==> config.mk <==
export PLATFORM = sky130hd
export DESIGN_NAME = rfifo_pix_unpack_flat
export DESIGN_NICKNAME = d
export VERILOG_FILES = /design/src/rtl/rfifo_pix_unpack_pkg.sv /design/src/rtl/rfifo_pix_unpack_if.sv /design/src/rtl/rfifo_word_skid.sv /design/src/rtl/rfifo_pix_unpack.sv /design/src/flat_wrapper.sv
export SDC_FILE = /design/constraint.sdc
export NUM_CORES = 1
export LEC_CHECK = 0
export BUFFER_PORTS_ARGS = -buffer_cell sky130_fd_sc_hd__buf_2
export CAP_MARGIN = 0
export CORE_AREA = 10 10 98 100
export DETAILED_ROUTE_END_ITERATION = 12
export DIE_AREA = 0 0 108 110
export PLACE_DENSITY = 0.91
export SLEW_MARGIN = 30
export SYNTH_ARGS = -nofsm -noshare
export SYNTH_HDL_FRONTEND = slang
export SYNTH_SLANG_ARGS = --single-unit
==> constraint.sdc <==
create_clock -name clk -period 5.2 [get_ports clk]
set_clock_uncertainty 0.1 [all_clocks]
set_input_delay 0.26 -clock clk [delete_from_list [all_inputs] [get_ports clk]]
set_output_delay 0.26 -clock clk [all_outputs]
set_load 0.02 [all_outputs]
==> src/rtl/rfifo_pix_unpack_pkg.sv <==
// Shared widths, raster defaults and FSM encoding for the pixel unpacker.
// Imported by the interface, the word buffer and the top.
package rfifo_pix_unpack_pkg;
  localparam int PIX_DW  = 16;
  localparam int FIFO_DW = 2 * PIX_DW;

  localparam int H_ACTIVE_720P = 1280;
  localparam int V_ACTIVE_720P = 720;

  typedef logic [FIFO_DW-1:0] word_t;
  typedef logic [PIX_DW-1:0]  pix_t;

  typedef logic [0:0] state_t;
  localparam state_t IDLE   = 1'b0;
  localparam state_t ACTIVE = 1'b1;
endpackage

==> src/rtl/rfifo_pix_unpack_if.sv <==
// FIFO read side and pixel stream of the unpacker.
// master: unpacker side; slave: FIFO + pixel sink side.
interface rfifo_pix_unpack_if;
  import rfifo_pix_unpack_pkg::*;

  logic  fifo_rd_en;
  word_t fifo_rd_data;
  logic  fifo_rd_empty;
  logic  pix_valid;
  logic  pix_ready;
  pix_t  pix_data;
  logic  pix_sof;
  logic  pix_eol;

  modport master (
    output fifo_rd_en,
    input  fifo_rd_data,
    input  fifo_rd_empty,
    output pix_valid,
    input  pix_ready,
    output pix_data,
    output pix_sof,
    output pix_eol
  );

  modport slave (
    input  fifo_rd_en,
    output fifo_rd_data,
    output fifo_rd_empty,
    input  pix_valid,
    output pix_ready,
    input  pix_data,
    input  pix_sof,
    input  pix_eol
  );
endinterface

==> src/rtl/rfifo_word_skid.sv <==
// 2-entry word buffer with in-flight tracking and read enable.
// Ports: FIFO read side, pop/flush from top, head word, occupancy.
module rfifo_word_skid
  import rfifo_pix_unpack_pkg::*;
(
  input  logic       clk,
  input  logic       rst_n,
  input  logic       flush,
  input  logic       pop,
  input  logic       fifo_rd_empty,
  input  word_t      fifo_rd_data,
  output logic       fifo_rd_en,
  output word_t      head,
  output logic [1:0] occ
);
  word_t      mem [2];
  logic       rd_ptr;
  logic       wr_ptr;
  logic       inflight;
  logic       run;
  logic [1:0] cnt;
  logic [1:0] pend;
  logic       push;

  // a pop this cycle is not credited, so cnt+inflight never exceeds 2
  assign pend = cnt + {1'b0, inflight};

  // run keeps the read enable low through and just after reset;
  // no read is issued in a flush cycle so nothing is left in flight
  assign fifo_rd_en = run && !flush
                   && !fifo_rd_empty
                   && (pend < 2'd2);

  assign push = inflight && !flush;
  assign head = mem[rd_ptr];
  assign occ  = cnt;

  always_ff @(posedge clk or negedge rst_n) begin
    if (!rst_n) begin
      mem[0]   <= '0;
      mem[1]   <= '0;
      rd_ptr   <= 1'b0;
      wr_ptr   <= 1'b0;
      cnt      <= 2'd0;
      inflight <= 1'b0;
      run      <= 1'b0;
    end else begin
      run      <= 1'b1;
      inflight <= fifo_rd_en;
      if (flush) begin
        rd_ptr <= 1'b0;
        wr_ptr <= 1'b0;
        cnt    <= 2'd0;
      end else begin
        if (push) begin
          mem[wr_ptr] <= fifo_rd_data;
          wr_ptr      <= ~wr_ptr;
        end
        if (pop)
          rd_ptr <= ~rd_ptr;
        cnt <= cnt + {1'b0, push}
                   - {1'b0, pop};
      end
    end
  end
endmodule

==> src/rtl/rfifo_pix_unpack.sv <==
// Unpacks 32-bit FIFO words into RGB565 pixels over a fixed raster.
// Ports: clk, rst_n, bus (FIFO + pixel stream), frame_start, underflow, frame_abort.
module rfifo_pix_unpack
  import rfifo_pix_unpack_pkg::*;
#(
  parameter int H_ACTIVE  = H_ACTIVE_720P,
  parameter int V_ACTIVE  = V_ACTIVE_720P,
  parameter bit LOW_FIRST = 1'b1
) (
  input  logic              clk,
  input  logic              rst_n,
  rfifo_pix_unpack_if.master bus,
  input  logic              frame_start,
  output logic              underflow,
  output logic              frame_abort
);
  localparam int XW = $clog2(H_ACTIVE + 1);
  localparam int YW = $clog2(V_ACTIVE + 1);
  localparam logic [XW-1:0] X_LAST = XW'(H_ACTIVE - 1);
  localparam logic [YW-1:0] Y_LAST = YW'(V_ACTIVE - 1);

  state_t        state;
  logic          half;
  logic [XW-1:0] x;
  logic [YW-1:0] y;
  word_t         head;
  logic [1:0]    occ;
  logic          is_act;
  logic          avail;
  logic          last_x;
  logic          last_y;
  logic          fin_cand;
  logic          abort;
  logic          hs;
  logic          pop;
  logic          hi_sel;

  assign is_act = (state == ACTIVE);
  assign avail  = is_act && (occ != 2'd0);
  assign last_x = (x == X_LAST);
  assign last_y = (y == Y_LAST);

  // frame_start on the final handshake starts a new frame, not an abort
  assign fin_cand = avail && bus.pix_ready
                 && last_x && last_y;
  assign abort = is_act && frame_start
              && !fin_cand;

  assign bus.pix_valid = avail && !abort;
  assign hs  = bus.pix_valid && bus.pix_ready;
  assign pop = hs && half;

  assign hi_sel = LOW_FIRST ? half : !half;

  assign bus.pix_data = !bus.pix_valid ? '0
                      : hi_sel ? head[FIFO_DW-1:PIX_DW]
                      : head[PIX_DW-1:0];

  assign bus.pix_sof = bus.pix_valid
                    && (x == '0) && (y == '0);
  assign bus.pix_eol = bus.pix_valid && last_x;

  assign underflow = is_act && bus.pix_ready
                  && (occ == 2'd0) && !abort;
  assign frame_abort = abort;

  rfifo_word_skid u_skid (
    .clk           (clk),
    .rst_n         (rst_n),
    .flush         (abort),
    .pop           (pop),
    .fifo_rd_empty (bus.fifo_rd_empty),
    .fifo_rd_data  (bus.fifo_rd_data),
    .fifo_rd_en    (bus.fifo_rd_en),
    .head          (head),
    .occ           (occ)
  );

  always_ff @(posedge clk or negedge rst_n) begin
    if (!rst_n) begin
      state <= IDLE;
      half  <= 1'b0;
      x     <= '0;
      y     <= '0;
    end else begin
      if (abort) begin
        half <= 1'b0;
        x    <= '0;
        y    <= '0;
      end else if (hs) begin
        half <= ~half;
        if (last_x) begin
          x <= '0;
          y <= last_y ? '0 : y + 1'b1;
        end else begin
          x <= x + 1'b1;
        end
      end

      if (!is_act) begin
        if (frame_start)
          state <= ACTIVE;
      end else if (hs && last_x && last_y) begin
        state <= frame_start ? ACTIVE : IDLE;
      end
    end
  end
endmodule

==> src/flat_wrapper.sv <==
// flat-port wrapper written by rule: the top's interface ports become plain ports
module rfifo_pix_unpack_flat import rfifo_pix_unpack_pkg::*;
#(
  parameter int H_ACTIVE  = H_ACTIVE_720P,
  parameter int V_ACTIVE  = V_ACTIVE_720P,
  parameter bit LOW_FIRST = 1'b1
)
  (clk, rst_n, frame_start, underflow, frame_abort, bus_fifo_rd_en, bus_fifo_rd_data, bus_fifo_rd_empty, bus_pix_valid, bus_pix_ready, bus_pix_data, bus_pix_sof, bus_pix_eol);
  rfifo_pix_unpack_if bus_i ();
  input  logic clk;
  input  logic rst_n;
  input  logic frame_start;
  output logic underflow;
  output logic frame_abort;
  output wire logic [$bits(bus_i.fifo_rd_en)-1:0] bus_fifo_rd_en;
  input wire logic [$bits(bus_i.fifo_rd_data)-1:0] bus_fifo_rd_data;
  input wire logic [$bits(bus_i.fifo_rd_empty)-1:0] bus_fifo_rd_empty;
  output wire logic [$bits(bus_i.pix_valid)-1:0] bus_pix_valid;
  input wire logic [$bits(bus_i.pix_ready)-1:0] bus_pix_ready;
  output wire logic [$bits(bus_i.pix_data)-1:0] bus_pix_data;
  output wire logic [$bits(bus_i.pix_sof)-1:0] bus_pix_sof;
  output wire logic [$bits(bus_i.pix_eol)-1:0] bus_pix_eol;
  assign bus_fifo_rd_en = bus_i.fifo_rd_en;
  assign bus_i.fifo_rd_data = bus_fifo_rd_data;
  assign bus_i.fifo_rd_empty = bus_fifo_rd_empty;
  assign bus_pix_valid = bus_i.pix_valid;
  assign bus_i.pix_ready = bus_pix_ready;
  assign bus_pix_data = bus_i.pix_data;
  assign bus_pix_sof = bus_i.pix_sof;
  assign bus_pix_eol = bus_i.pix_eol;
  rfifo_pix_unpack #(.H_ACTIVE(H_ACTIVE), .V_ACTIVE(V_ACTIVE), .LOW_FIRST(LOW_FIRST)) u_core (.clk(clk), .rst_n(rst_n), .bus(bus_i), .frame_start(frame_start), .underflow(underflow), .frame_abort(frame_abort));
endmodule
==> flow_summary_export.csv <==
group,metric,value,unit
hold_path,hold_class,"input pin to flip-flop",
synthesis,ys_seq_area_share,50.5,%
power,p_per_area,316,nW/um^2
synthesis,synth_edf_count,0,
clock_tree,clk_pin_slew,90,ps
synthesis,ys.flop_type,"dfrtp_1",
synthesis,synth_area,4610,um^2
cells_and_area,final_common_cell,"dfrtp_1",
synthesis,yosys-top-cells-area,"dfrtp_1, mux2_2, mux4_2, nor3b_1, ha_1",
floorplanning,die-area,11900,um^2
cells_and_area,insertedDiodeCount,0,
timing,setup_tns,0,ps
grt,grt-ovfl-total,0,
floorplanning,core_area,7650,um^2
floorplanning,io_pins,59,
timing,setup_viol,0,
floorplanning,initial_core_util,60.2,%
timing,fin_hold_ws,18.6,ps
clock_tree,clock_path_buffers,2,
timing,finalMaxSlewViolations,0,
timing,relSlewSlack,40.1,%
synthesis,synth-seq-cells,93,
power,p_leak,2.23,nW
flow_run,cap_violations,0,
floorplanning,die-width,108,um
routing,vias,3379,
placement,io_buffers,58,
clock_tree,post_cts_buffers,0,
power,ir_drop,0.261,mV
synthesis,synth_top_area_cell,"dfrtp_1",
critical_path,worstPathArrival,3090,ps
timing,worst_slew_pin_slew,899,ps
floorplanning,rows,32,
critical_path,path_max_fanout,22,
synthesis,synthesis.nets,409,
grt,track_usage,19.4,%
placement,routabilityCongestion,0.998,
routing,wl_per_cell,20.7,um
routing,firstDrtPassIters,5,
synthesis,yosys_warnings,0,
grt,antenna_found_initial,0,
clock_tree,clk_latency,370,ps
grt,grt_pass1_wl,18.3,mm
synthesis,synthDistinctLibCells,50,
cells_and_area,final_net_count,466,
timing,min_period_over_period,66.4,%
timing,hold_viol,0,
clock_tree,cts_resized,0,
routing,post-route-drc-count,0,
placement,hpwl,7.65,mm
floorplanning,die_h,110,um
critical_path,cp-start-kind,"flip-flop",
clock_tree,clockRootBuffer,"clkbuf_8",
clock_tree,cts_tree,"done",
power,power,1.67,mW
routing,routed_wl,11.0,mm
critical_path,cp.required,4840,ps
cells_and_area,final_cell_mix,"dfrtp_1, mux2_2, buf_2",
timing,timing.final.crit_period,3450,ps
routing,via_per_inst,6.39,
outcome,status,"complete, no violations",
synthesis,syn_area_per_cell,12.6,um^2
routing,drt_iter0_markers,334,
clock_tree,cts.sinks,93,
synthesis,synth.top_cell.area_share,50.5,%
timing,timing.fmax,290,MHz
clock_tree,htree_levels,3,
routing,ant_nets,0,
grt,grt_max_degree,94,
cells_and_area,final_core_util,69.2,%
timing,rsz0062_at_grt,"no",
critical_path,critPathCaptureType,"output port",
synthesis,synth-async-reset-ratio,100,%
synthesis,syn_inst,366,
critical_path,crit_type,"flip-flop to output port",
grt,grt_pass1_vias,3705,
cells_and_area,area_delta_synth_final,14.8,%
cells_and_area,drive_gt1_share,38.6,%
clock_tree,cts_made_buffers,9,
kinds of logic after synthesis:
| family | count (synthesis) | synth area share (%) |
|---|---|---|
| other | 1 | 0.0814 |
| muxes | 81 | 23.7 |
| and+or+nand+nor | 104 | 13.1 |
| buffers and inverters | 27 | 2.69 |
| AOI/OAI and AO/OA | 45 | 6.55 |
| adders and majority gates | 6 | 1.63 |
| xor gates and xnor gates | 9 | 1.71 |
| DFF | 93 | 50.5 |
synthesized netlist by cell type (all sizes together) (7+ instances only):
library cell and count:
a21oi 13, nor2 18, nor3b 16, nand2 16
dfrtp 93, nor3 9, inv 8, nor4 8
buf 11, o21ai 7, mux2 64, clkbuf 8
nand3 11, mux4 16, or3 7
path summary, 6_finish.rpt:
path / start / to / slack, ps / depth (start not counted)
max: u_core.y[4]$_DFFE_PN0P_ / bus_pix_data[6] / 1750 / 6
min: frame_start / u_core.is_act$_DFF_PN0_ / 20 / 2
max reg2reg: u_core.y[4]$_DFFE_PN0P_ / u_core.u_skid.occ[1]$_DFF_PN0_ / 1920 / 10
min reg2reg: u_core.u_skid.mem[27]$_DFFE_PN0P_ / u_core.u_skid.mem[27]$_DFFE_PN0P_ / 400 / 1
max in group asynchronous: rst_n / u_core.u_skid.rd_ptr$_DFFE_PN0P_ / 3960 / 2
min in group asynchronous: rst_n / u_core.y[3]$_DFFE_PN0P_ / 420 / 2
layout make-up:
type,instances,area (um^2)
timing repair buffer,65,402
fill,473,2360
tap,102,128
clock inverter,6,87.6
multi-input combinational,246,2190
sequential,93,2330
inverter,8,30.0
clock buffer,9,124
power breakdown:
part	total, mW	internal (mW)	switching, mW
Combinational	0.247	0.155	0.0918
Sequential	0.901	0.836	0.0648
Clock	0.523	0.269	0.254
Total	1.67	1.26	0.410
sequential cells by signal (all words and copies together) (netlist names):
register                count
u_core.u_skid.wr_ptr        1
u_core.is_act               1
u_core.x                   11
u_core.u_skid.occ           2
u_core.u_skid.mem          64
u_core.y                   10
u_core.u_skid.run           1
u_core.u_skid.inflight      1
u_core.u_skid.rd_ptr        1
u_core.half                 1
stage by stage:
| step | worst slack, ps | instance area [um^2] | instances |
|---|---|---|---|
| detailed placement | 1980 | 5060 | 512 |
| finish | 1750 | 5290 | 529 |
| floorplan | 2450 | 4610 | 366 |
| global route | 1610 | 5290 | 529 |
| CTS | 1750 | 5290 | 529 |
| global placement | 2210 | 4980 | 509 |
routing by layer:
layer	vias to the layer above	track usage, %	wire length, um
met5	-	0	0
met4	0	8.21	228
met2	176	33.8	5680
li1	1479	-	-
met3	29	5.46	798
met1	1695	21.9	4270
what timing repair did:
action / CTS / global route
setup endpoints to repair: 0 / 0
hold endpoints to repair: 94 / 0
hold buffers: 2 / 0
critical path: stages (launching register included):
cell     delay, ps
dfrtp_1        460
or3_4          450
nor4_2         620
a31oi_2        380
buf_4          350
nor3b_1        260
buf_2          210
No activity file was read; power rests on OpenSTA's default activity.
